### config.mk
export PLATFORM = sky130hd
export DESIGN_NAME = log_mul_scheduler
export DESIGN_NICKNAME = d
export VERILOG_FILES = /design/src/rtl/log_pkg.sv /design/src/rtl/rr_arbiter.sv /design/src/rtl/log_mul_scheduler.sv
export SDC_FILE = /design/constraint.sdc
export NUM_CORES = 1
export LEC_CHECK = 0
export ABC_CLOCK_PERIOD_IN_PS = 6600
export BUFFER_PORTS_ARGS = -buffer_cell sky130_fd_sc_hd__buf_4
export CAP_MARGIN = 0
export CORE_ASPECT_RATIO = 0.9
export CORE_MARGIN = 2
export CORE_UTILIZATION = 52
export CTS_CLUSTER_DIAMETER = 150
export CTS_CLUSTER_SIZE = 20
export DETAILED_ROUTE_END_ITERATION = 12
export GPL_TIMING_DRIVEN = 0
export PLACE_DENSITY = 0.88
export RECOVER_POWER = 25
export SLEW_MARGIN = 40
export SYNTH_ARGS = -nofsm -noshare
export SYNTH_HDL_FRONTEND = slang
export SYNTH_HIERARCHICAL = 1
export SYNTH_SLANG_ARGS = --single-unit
### constraint.sdc
create_clock -name clock -period 6.6 [get_ports clock]
set_input_delay 1.32 -clock clock [delete_from_list [all_inputs] [get_ports clock]]
set_output_delay 1.32 -clock clock [all_outputs]
set_load 0.02 [all_outputs]
### src/rtl/log_pkg.sv
// Shared definitions for the logarithmic-number multiply scheduler.
// LogNumber layout is {sign, logExp[M-1:0], logFrac[F-1:0]}. The reserved
// encodings are: zero = 0 followed by all ones, inf = all ones.
// The helpers take the field widths as arguments and return a
// LN_MAX_W-wide value that callers truncate to 1+M+F bits.
package log_pkg;

  localparam int unsigned LN_M_DEF = 3;
  localparam int unsigned LN_F_DEF = 4;
  localparam int unsigned LN_MAX_W = 32;
  localparam int unsigned ID_MAX_W = 8;

  // Special-value classification carried alongside the exponent sum.
  typedef enum logic [1:0] {
    SPC_NONE = 2'd0,
    SPC_ZERO = 2'd1,
    SPC_INF  = 2'd2
  } spc_e;

  // Contents of pipeline stage S1: decoded specials plus the unbiased log sum.
  typedef struct packed {
    logic                       valid;
    logic [ID_MAX_W-1:0]        id;
    logic                       sign;
    spc_e                       spc;
    logic signed [LN_MAX_W-1:0] xp;
  } stage_t;

  function automatic logic [LN_MAX_W-1:0] ln_ones(input int unsigned n);
    return (LN_MAX_W'(1) << n) - LN_MAX_W'(1);
  endfunction

  function automatic logic [LN_MAX_W-1:0] ln_zero(input int unsigned m, input int unsigned f);
    return ln_ones(m + f);
  endfunction

  function automatic logic [LN_MAX_W-1:0] ln_inf(input int unsigned m, input int unsigned f);
    return ln_ones(1 + m + f);
  endfunction

  // Largest finite magnitude: exponent all ones, fraction all ones except LSB.
  function automatic logic [LN_MAX_W-1:0] ln_max(input logic sign, input int unsigned m,
                                                 input int unsigned f);
    return (LN_MAX_W'(sign) << (m + f)) | (ln_ones(m + f) - LN_MAX_W'(1));
  endfunction

  function automatic logic [LN_MAX_W-1:0] ln_bias(input int unsigned m, input int unsigned f);
    return LN_MAX_W'(1) << (m - 1 + f);
  endfunction

  // Largest {logExp,logFrac} value that is not the reserved all-ones pattern.
  function automatic logic [LN_MAX_W-1:0] ln_xmax(input int unsigned m, input int unsigned f);
    return ln_ones(m + f) - LN_MAX_W'(1);
  endfunction

endpackage

### src/rtl/rr_arbiter.sv
// Round-robin selector.
//   req         : request vector, one bit per requester
//   ptr         : requester with highest priority this cycle
//   grant_valid : at least one request is set
//   grant_idx   : first requester with req set, searching from ptr upward
//                 and wrapping N-1 -> 0
module rr_arbiter #(
  parameter  int unsigned N  = 4,
  localparam int unsigned IW = $clog2(N)
) (
  input  logic [N-1:0]  req,
  input  logic [IW-1:0] ptr,
  output logic          grant_valid,
  output logic [IW-1:0] grant_idx
);

  always_comb begin
    logic [IW-1:0] idx;
    grant_valid = 1'b0;
    grant_idx   = '0;
    idx         = '0;
    for (int unsigned i = 0; i < N; i++) begin
      idx = IW'((32'(ptr) + i) % N);
      if (!grant_valid && req[idx]) begin
        grant_valid = 1'b1;
        grant_idx   = idx;
      end
    end
  end

endmodule

### src/rtl/log_mul_scheduler.sv
// Multiplies LogNumber operand pairs from N requesters through a two-stage
// pipeline, granting one requester per cycle in round-robin order.
//   clock, resetn      : rising-edge clock, asynchronous active-low reset
//   in_valid/in_ready  : per-requester handshake (at most one ready bit high)
//   in_a, in_b         : per-requester operands {sign, logExp, logFrac}
//   out_valid/out_ready: result handshake
//   out_data, out_id   : product and the index of the requester that issued it
//   busy               : either pipeline stage holds a valid operation
module log_mul_scheduler
  import log_pkg::*;
#(
  parameter  int unsigned M  = LN_M_DEF,
  parameter  int unsigned F  = LN_F_DEF,
  parameter  int unsigned N  = 4,
  localparam int unsigned W  = 1 + M + F,
  localparam int unsigned IW = $clog2(N)
) (
  input  logic                clock,
  input  logic                resetn,
  input  logic [N-1:0]        in_valid,
  output logic [N-1:0]        in_ready,
  input  logic [N-1:0][W-1:0] in_a,
  input  logic [N-1:0][W-1:0] in_b,
  output logic                out_valid,
  input  logic                out_ready,
  output logic [W-1:0]        out_data,
  output logic [IW-1:0]       out_id,
  output logic                busy
);

  localparam logic [W-1:0]               ZERO_ENC = W'(ln_zero(M, F));
  localparam logic [W-1:0]               INF_ENC  = W'(ln_inf(M, F));
  localparam logic [W-1:0]               MAX_POS  = W'(ln_max(1'b0, M, F));
  localparam logic [W-1:0]               MAX_NEG  = W'(ln_max(1'b1, M, F));
  localparam logic [LN_MAX_W-1:0]        BIAS     = ln_bias(M, F);
  localparam logic signed [LN_MAX_W-1:0] XMAX     = $signed(ln_xmax(M, F));

  stage_t        s1_q, s1_d, s_new;
  logic          s2_valid_q, s2_valid_d;
  logic [W-1:0]  out_data_q, out_data_d;
  logic [IW-1:0] out_id_q, out_id_d;
  logic [IW-1:0] ptr_q, ptr_d;

  logic          grant_valid;
  logic [IW-1:0] grant_idx;
  logic          adv, accept;
  logic [W-1:0]  a_sel, b_sel, res;
  logic signed [LN_MAX_W-1:0] xp_s1;

  rr_arbiter #(.N(N)) u_arb (
    .req         (in_valid),
    .ptr         (ptr_q),
    .grant_valid (grant_valid),
    .grant_idx   (grant_idx)
  );

  // resetn is folded in so no requester sees ready while reset is asserted.
  always_comb begin
    adv      = !s2_valid_q || out_ready;
    accept   = resetn && adv && grant_valid;
    in_ready = '0;
    if (accept) in_ready[grant_idx] = 1'b1;
  end

  // S1 input: classify specials and form the unbiased exponent sum.
  always_comb begin
    a_sel      = in_a[grant_idx];
    b_sel      = in_b[grant_idx];
    s_new      = '0;
    s_new.valid = accept;
    s_new.id   = ID_MAX_W'(grant_idx);
    s_new.sign = a_sel[W-1] ^ b_sel[W-1];
    if (a_sel == INF_ENC || b_sel == INF_ENC) begin
      s_new.spc = SPC_INF;
    end else if (a_sel == ZERO_ENC || b_sel == ZERO_ENC) begin
      s_new.spc = SPC_ZERO;
    end else begin
      s_new.spc = SPC_NONE;
    end
    s_new.xp = $signed(LN_MAX_W'(a_sel[M+F-1:0]) + LN_MAX_W'(b_sel[M+F-1:0]) - BIAS);
  end

  // S2 input: saturate/flush the sum into the final encoding.
  always_comb begin
    xp_s1 = s1_q.xp;
    case (s1_q.spc)
      SPC_INF:  res = INF_ENC;
      SPC_ZERO: res = ZERO_ENC;
      default: begin
        if (xp_s1 > XMAX) begin
          res = s1_q.sign ? MAX_NEG : MAX_POS;
        end else if (xp_s1 < 0) begin
          res = ZERO_ENC;
        end else begin
          res = {s1_q.sign, xp_s1[M+F-1:0]};
        end
      end
    endcase
  end

  always_comb begin
    s1_d       = s1_q;
    s2_valid_d = s2_valid_q;
    out_data_d = out_data_q;
    out_id_d   = out_id_q;
    ptr_d      = ptr_q;
    if (adv) begin
      s1_d       = s_new;
      s2_valid_d = s1_q.valid;
      if (s1_q.valid) begin
        out_data_d = res;
        out_id_d   = IW'(s1_q.id);
      end
    end
    if (accept) begin
      ptr_d = (grant_idx == IW'(N - 1)) ? '0 : grant_idx + 1'b1;
    end
  end

  always_ff @(posedge clock or negedge resetn) begin
    if (!resetn) begin
      s1_q       <= '0;
      s2_valid_q <= 1'b0;
      out_data_q <= '0;
      out_id_q   <= '0;
      ptr_q      <= '0;
    end else begin
      s1_q       <= s1_d;
      s2_valid_q <= s2_valid_d;
      out_data_q <= out_data_d;
      out_id_q   <= out_id_d;
      ptr_q      <= ptr_d;
    end
  end

  assign out_valid = s2_valid_q;
  assign out_data  = out_data_q;
  assign out_id    = out_id_q;
  assign busy      = s1_q.valid || s2_valid_q;

endmodule

; Yosys cells after proc, flatten, opt, wreduce, memory -nomap -nowiden
; Cells that the tools add are included.
[totals]
reg_bits = 51
word_cells = 76
memories = 0
in_bits = 71
romBits = 0
output_inout_bits = 16
ram_bits = 0
latch_bits = 0
[op_classes]
n_reduce_logical = 15
shift = 0
eq_ne = 7
n_addsub = 6
bitwise = 1
n_mul = 0
order_cmp = 8
n_mux = 30
div_mod_pow = 0
[op_table]
columns = operator, count
row1 = $mux 8, 5
row2 = $bmux 8 s2, 2
row3 = $gt 32x8->1 const B, 1
row4 = $lt 32x1->1 const B, 1
row5 = $eq 8x7->1 const B, 2
row6 = $eq 8x8->1 const B, 2
row7 = $pmux 8 s2, 1
row8 = $lt 2x3->1 const B, 5
row9 = $mux 2, 6
row10 = $mux 1, 10
row11 = $sub 8x7->9 const B, 1
row12 = $add 7x7->8, 1
row13 = $bmux 1 s2, 4
row14 = $logic_and 1x1->1, 6
row15 = $add 2x1->2 const B, 2
row16 = $add 2x2->2 const B, 2
row17 = $eq 2x2->1 const B, 2
row18 = $logic_not 1->1, 4
row19 = $logic_or 1x1->1, 4
row20 = $mux 4, 1
row21 = $demux 1 s2, 1
row22 = $eq 2x1->1 const B, 1
row23 = $ge 2x1->1 const B, 1
row24 = $reduce_and 2->1, 1
row25 = $xor 1x1->1, 1

; Longest topological paths before layout
; Gate-level depths: netlist of the first run.
[depth]
depth_word = 18
depth_mapped = 15

; Modules after synthesis
; Netlist of the first run, hierarchy kept.
[by_module_without_submodules]
columns = module, seq_area_each_um2, cells_each, area_per_inst_um2, instances
row1 = log_mul_scheduler, 700.7, 176, 1988.2, 1
row2 = rr_arbiter, 0.0, 15, 77.6, 1

; Least setup slack after synthesis of the first run
; OpenSTA, ideal clock, no wires.
[synth_timing]
kind = input to register
startpoint = in in_valid[1]
endpoint = reg s1_q, in the netlist xp_s1[7]
t_arrival_ps = 4486
path_buffers = 2
slack_ps = 1978
t_required_ps = 6465
stages = 15
cell_sequence = inv_1 -> a221o_1 -> a21oi_1 -> buf_6 -> buf_12 -> mux4_2 -> ha_1 -> ha_1 -> fa_1 -> a21o_1 -> a21oi_1 -> o21bai_1 -> a21oi_1 -> xor2_1 -> o21ai_0
[synth_between]
elab_chain_len = 16
word_cells_on_any_way = 27
[synth_lines]
columns = element, line_no
row1 = "start, declared", log_mul_scheduler.sv:20  ; input logic [N-1:0] in_valid,
row2 = $bmux 1 s2, rr_arbiter.sv:24  ; if (!grant_valid && req[idx]) begin
row3 = $mux 1 (not written as such), rr_arbiter.sv:24
row4 = $mux 1, rr_arbiter.sv:24
row5 = $logic_not 1->1, rr_arbiter.sv:24
row6 = $logic_and 1x1->1, rr_arbiter.sv:24
row7 = $mux 1, rr_arbiter.sv:24
row8 = $logic_not 1->1, rr_arbiter.sv:24
row9 = $logic_and 1x1->1, rr_arbiter.sv:24
row10 = $mux 1, rr_arbiter.sv:24
row11 = $logic_not 1->1, rr_arbiter.sv:24
row12 = $logic_and 1x1->1, rr_arbiter.sv:24
row13 = $mux 2 (*), rr_arbiter.sv:24
row14 = via grant_idx[0], log_mul_scheduler.sv:45  ; logic [IW-1:0] grant_idx;
row15 = "$bmux 8 s2, on equally long branches", "log_mul_scheduler.sv:67, log_mul_scheduler.sv:68"
row16 = "$mux 8, on equally long branches", "log_mul_scheduler.sv:67, log_mul_scheduler.sv:68"
row17 = $add 7x7->8 (*), log_mul_scheduler.sv:80  ; s_new.xp = $signed(LN_MAX_W'(a_sel[M+F-1:0]) + LN_MAX_W'(b_sel[M+F-1:0]) - BIAS);
row18 = $sub 8x7->9 (*), log_mul_scheduler.sv:80
row19 = "end signal, assigned", log_mul_scheduler.sv:122  ; s1_q <= '0;
row20 = "end signal, assigned", log_mul_scheduler.sv:128  ; s1_q <= s1_d;
row21 = "end, declared", log_mul_scheduler.sv:38  ; stage_t s1_q, s1_d, s_new;
; The timed path passes the listed nets; every way through them passes the cells marked *. The select of a mux whose other input is x is not followed.
; A chain may end at the register's enable or synchronous reset.

; Final worst setup path of the first run
; Ends and elaborated chain as after synthesis.

==> results.sh, run 1 <==
export IMPL_outcome="finished clean"
export IMPL_cp_data_arrival_time_ps=5030
export IMPL_portBuffers=86
export IMPL_setup_violations=0
export IMPL_yosysSeqAreaShare_pct=33.9
export IMPL_regArea_sq_um=701
export IMPL_tightest_slew_ps=1460
export IMPL_slew_violations=0
export IMPL_globalplace_congestion=0.770
export IMPL_multiInputGateArea_sq_um=1250
export IMPL_crit_path_max_fanout=10
export IMPL_synth_seq_cells=28
export IMPL_viasPerCell=5.42
export IMPL_synth_top_cell_area_share_pct=33.9
export IMPL_nets=372
export IMPL_async_flop_share_pct=100
export IMPL_fillers=284
export IMPL_end_kind="flop"
export IMPL_htreeDepth=1
export IMPL_grt_usage_pct=22.6
export IMPL_post_route_period_util_pct=73.8
export IMPL_hold_viol_final=0
export IMPL_p_leak_nw=1.40
export IMPL_detail_route_wl_per_cell_um=14.6
export IMPL_overflow=0
export IMPL_holdBufCountCts=0
export IMPL_irDropWorstVdd_mv=0.218
export IMPL_cp_cell_sequence="buf_4 -> inv_1 -> a221o_1 -> a21oi_1 -> buf_6 -> buf_12 -> mux4_2 -> ha_1 -> ha_1 -> fa_1 -> a21o_1 -> a21oi_1 -> o21bai_1 -> a21oi_1 -> xor2_1 -> o21ai_0"
export IMPL_synthMostInstantiatedCell="dfrtp_1"
export IMPL_cp_required_ps=6760
export IMPL_final_cell_area_sq_um=2840
export IMPL_hp_class="reg -> reg"
export IMPL_cts_tree="built"
export IMPL_synth_edf_count=0
export IMPL_numCtsBuffers=3
export IMPL_syn_nets=281
export IMPL_crit_slowest_cell="mux4_2"
export IMPL_start_util_pct=55.0
export IMPL_die_height_um=63.8
export IMPL_cpMostUsedCell="a21oi_1"
export IMPL_wirelength_mm=4.78
export IMPL_slowest_delay_ps=540
export IMPL_slew_limit_headroom_pct=2.64
export IMPL_max_cap_violations=0
export IMPL_drive_above_1_share_pct=37.7
export IMPL_power_density_nw_per_um2=419
export IMPL_max_freq_mhz=205
export IMPL_grt_pass1_vias=1813
export IMPL_syn_inst=191
export IMPL_synth_top_cells_by_area="dfrtp_1 (34%), mux4_1 (11%), ha_1 (11%)"
export IMPL_path_class="in -> reg"
export IMPL_placed_cell_area_sq_um=2770
export IMPL_cts_sinks=28
export IMPL_grt_start_max_net_pins=30
export IMPL_vias=1772
export IMPL_first_iter_violations=101
export IMPL_drc_errors=0
export IMPL_min_period_ps=4870
export IMPL_drtAntennaViolNets=0
export IMPL_clk_pin_slew_ps=90
export IMPL_ioPinCount=87
export IMPL_fp_dieW_um=70.4
export IMPL_die_area_sq_um=4490
export IMPL_antenna_found_initial=0
export IMPL_syn_avg_cell_area_sq_um=10.8
export IMPL_yosysTopAreaCell="dfrtp_1"
export IMPL_synthToLayoutAreaGrowth_pct=37.3
export IMPL_yosysUniqueCellTypes=41
export IMPL_cts_max_path_buffers=2
export IMPL_clk_latency_ps=280
export IMPL_firstDrtPassIters=4
export IMPL_worst_clock_skew_ps=6.93
export IMPL_antenna_cells=0
export IMPL_ctsResizeCount=0
export IMPL_setup_tns_ps=0
export IMPL_start_kind="input pin"
export IMPL_hpwlAfterDp_mm=4.14
export IMPL_yosysWarnings=6
export IMPL_grt_pass1_wl_mm=8.03
export IMPL_synth_ff_type="dfrtp_1"
export IMPL_cts_root_buffer="clkbuf_8"
export IMPL_rsz0062_at_grt="no"
export IMPL_core_area_sq_um=3760
export IMPL_cts_setup_buffers=0
export IMPL_rows=21
export IMPL_synth_area_sq_um=2070
export IMPL_synth_common_cells="dfrtp_1 (28), nand2_1 (27), ha_1 (18)"
## layer usage
| layer | part of all wire [%] | track usage [%] |
|---|---|---|
| met1 | 43 | 29.0 |
| met2 | 50 | 39.5 |
| met3 | 6.0 | 3.79 |
| met4 | 1.4 | 6.49 |
| met5 | 0 | 0 |
## report_power, final
group,switching (mW),total [mW],internal (mW)
clock network,0.0517,0.133,0.0813
registers,0.0504,0.300,0.250
logic,0.377,0.755,0.378
total,0.479,1.19,0.709
## kinds of logic (layout without fill, tap and decap cells)
group | count (synthesis) | in the layout | synth area share (%)
AND/OR/NAND/NOR | 58 | 58 | 13.6
XOR/XNOR | 6 | 6 | 2.54
AO/OA/AOI/OAI | 39 | 39 | 11.9
adder cells (fa/ha/maj) | 19 | 19 | 11.9
multiplexers | 20 | 20 | 20.8
flip-flops | 28 | 28 | 33.9
buffers and inverters | 21 | 111 | 5.39
## stage by stage
step           worst slack (ps)  util [%]  total power [mW]  cells  hold WS, ps
2_1_floorplan              1980         -             0.845    191          439
3_3_place_gp               1540      73.7              1.02    323          456
3_5_place_dp               1470      73.7              1.06    323          462
4_1_cts                    1770      75.6              1.20    327          486
5_1_grt                    1620      75.5              1.29    327          512
6_report                   1730      75.5              1.19    327          482
## path summary, 6_finish.rpt
check	startpoint	to	slack (ps)	depth (start not counted)
min in group asynchronous	resetn	out_data[6]	1370	1
worst min register to register	out_id[0]	out_id[0]	480	2
max in group asynchronous	resetn	xp_s1[0]	4380	1
worst max-delay path	in_valid[1]	xp_s1[7]	1730	16
worst min-delay path	out_id[0]	out_id[0]	480	2
worst max register to register	ptr_q[0]	xp_s1[7]	2480	15
## worst max-delay path, delay by kind of cell
family          cells  cell delay [ps]
mux                 1              540
xor+xnor            1              190
fa+ha+maj           3              970
compound gates      7             1500
buf+inv             4              500
## sequential cells by signal, summed over array words and instances, names as in the netlist
register   cells
xp_s1          9
out_id         2
s1_q           6
ptr_q          2
out_data       8
out_valid      1
## final cells by class
type                            instances  area share (%)
Clock buffer                            3            1.46
Clock inverter                          1            1.06
Multi-Input combinational cell        142            44.2
Timing Repair Buffer                   86            22.6
Inverter                               12            1.59
Sequential cell                        28            24.7
Buffer                                  9            2.34
Tap cell                               46            2.03
## placed cells by master (no fill, tap or decap), types with 2 or more instances in the layout
master / instances
a21o_1: 3
a21oi_1: 12
and2_1: 5
buf_4: 85
buf_6: 2
clkbuf_1: 6
clkbuf_8: 3
dfrtp_1: 28
ha_1: 18
inv_1: 11
mux2_2: 3
mux4_1: 9
mux4_2: 6
nand2_1: 27
nand2b_1: 5
nand3b_1: 2
nand4_1: 2
nor2_1: 8
nor2b_1: 2
nor3_1: 2
o21ai_0: 5
o21ai_1: 6
o21bai_1: 2
o22a_1: 5
xnor2_1: 4
xor2_1: 2
Note: power is estimated with default switching activity, not from simulation.
==> run 2, diff against run 1 <==
ABC_CLOCK_PERIOD_IN_PS = 4800   (was 6600)
CORE_UTILIZATION = 48   (was 52)
PLACE_DENSITY = 0.82   (was 0.88)
clock period = 4.8 ns   (was 6.6 ns; I/O delays follow)
==> run 2 against run 1 <==
  * Critical path type unchanged
  * Largest cell class unchanged
  * Critical path depth unchanged
  * Wire length decreased by 5.9%
  * Combinational power increased by 35%
  * Register-to-register slack got worse by 1800 ps
==> results.sh, run 2 (same netlist as run 1, synthesis figures left out) <==
export IMPL_cts_max_path_buffers=2
export IMPL_layout_commonest_cell="buf_4"
export IMPL_largest_reg_flops=9
export IMPL_clk_pin_slew_ps=90
export IMPL_nets=372
export IMPL_cts_setup_buffers=0
export IMPL_slew_limit_headroom_pct=4.55
export IMPL_irDropWorstVdd_mv=0.251
export IMPL_die_height_um=66.2
export IMPL_numCtsBuffers=3
export IMPL_max_freq_mhz=224
export IMPL_post_place_ws_ps=55.3
export IMPL_min_period_ps=4460
export IMPL_drtAntennaViolNets=0
export IMPL_hpwlAfterDp_mm=3.88
export IMPL_fin_ws_ps=341
export IMPL_rsz0062_at_grt="no"
export IMPL_cp_data_arrival_time_ps=4610
export IMPL_tightest_slew_ps=1430
export IMPL_viasPerCell=5.31
export IMPL_first_iter_violations=89
export IMPL_cts_sinks=28
export IMPL_drc_errors=0
export IMPL_htreeDepth=1
export IMPL_end_kind="flop"
export IMPL_ioPinCount=87
export IMPL_path_class="in -> reg"
export IMPL_firstDrtPassIters=4
export IMPL_worst_clock_skew_ps=3.20
export IMPL_die_area_sq_um=4850
export IMPL_holdBufCountCts=0
export IMPL_post_route_period_util_pct=92.9
export IMPL_antenna_found_initial=0
export IMPL_portBuffers=86
export IMPL_grt_usage_pct=19.9
export IMPL_cts_tree="built"
export IMPL_hold_viol_final=0
export IMPL_setup_violations=0
export IMPL_cp_required_ps=4950
export IMPL_wirelength_mm=4.50
export IMPL_crit_path_max_fanout=10
export IMPL_outcome="finished clean"
export IMPL_core_area_sq_um=4100
export IMPL_drive_above_1_share_pct=37.7
export IMPL_grt_start_max_net_pins=30
export IMPL_globalplace_congestion=0.781
export IMPL_overflow=0
export IMPL_p_leak_nw=1.40
export IMPL_hp_class="reg -> reg"
export IMPL_rows=22
export IMPL_power_density_nw_per_um2=570
export IMPL_ctsResizeCount=0
export IMPL_slew_violations=0
export IMPL_start_util_pct=50.4
export IMPL_antenna_cells=0
export IMPL_fp_dieW_um=73.2
export IMPL_clk_latency_ps=280
export IMPL_cts_root_buffer="clkbuf_8"
export IMPL_start_kind="input pin"
export IMPL_grt_pass1_wl_mm=7.46
export IMPL_synthToLayoutAreaGrowth_pct=37.4
export IMPL_setup_tns_ps=0
export IMPL_max_cap_violations=0
export IMPL_grt_pass1_vias=1720
export IMPL_detail_route_wl_per_cell_um=13.7
export IMPL_layout_common_cells="buf_4 (85), dfrtp_1 (28), nand2_1 (27), ha_1 (18), a21oi_1 (12)"
export IMPL_vias=1748
-- run 2: cell counts in the layout (fill, tap and decap cells not counted) --
Identical to the previous run, type by type.
-- run 2: layer usage --
metal | vias to the layer above | GRT usage [%] | share of wire, %
met3 | 9 | 3.51 | 6.9
met1 | 789 | 24.6 | 41
li1 | 880 | - | -
met5 | - | 0 | 0
met4 | 0 | 9.26 | 2.1
met2 | 70 | 33.8 | 50
-- run 2: worst paths after layout --
kind | depth (start not counted) | slack, ps | end | from
max | 16 | 340 | xp_s1[7] | in_valid[1]
min | 2 | 480 | out_id[0] | s1_q[35]
max reg2reg | 15 | 720 | xp_s1[7] | ptr_q[0]
min reg2reg | 2 | 480 | out_id[0] | s1_q[35]
max in group asynchronous | 1 | 2970 | xp_s1[1] | resetn
min in group asynchronous | 1 | 1000 | out_data[2] | resetn
-- run 2: metrics by stage --
| stage | util, % | cell area [sq um] | total power [mW] | hold WS (ps) | instances |
|---|---|---|---|---|---|
| after CTS | 69.3 | 2840 | 1.63 | 485 | 329 |
| after floorplan | - | 2070 | 1.16 | 439 | 191 |
| after global placement | 67.6 | 2770 | 1.41 | 458 | 325 |
| after global routing | 69.2 | 2840 | 1.77 | 522 | 329 |
| after detailed placement | 67.6 | 2770 | 1.44 | 461 | 325 |
| final | 69.2 | 2840 | 1.62 | 478 | 329 |
-- run 2: area by class of cell --
cell class | instances | area, sq um
Multi-Input combinational cell | 142 | 1250
Buffer | 9 | 66.3
Fill cell | 343 | 1260
Inverter | 12 | 45.0
Tap cell | 48 | 60.1
Clock buffer | 3 | 41.3
Clock inverter | 1 | 30.0
Timing Repair Buffer | 86 | 642
Sequential cell | 28 | 701
-- run 2: power by group --
group | switching (mW) | internal [mW]
Sequential | 0.0694 | 0.343
Combinational | 0.502 | 0.517
Clock | 0.0738 | 0.112
-- run 2: critical path, cell delays in order --
cell      delay, ps
buf_4            90
inv_1            40
a221o_1         330
a21oi_1         350
buf_6           220
buf_12          150
mux4_2          540
ha_1            320
ha_1            230
fa_1            400
a21o_1          190
a21oi_1         220
o21bai_1        110
a21oi_1         180
xor2_1          190
o21ai_0         100
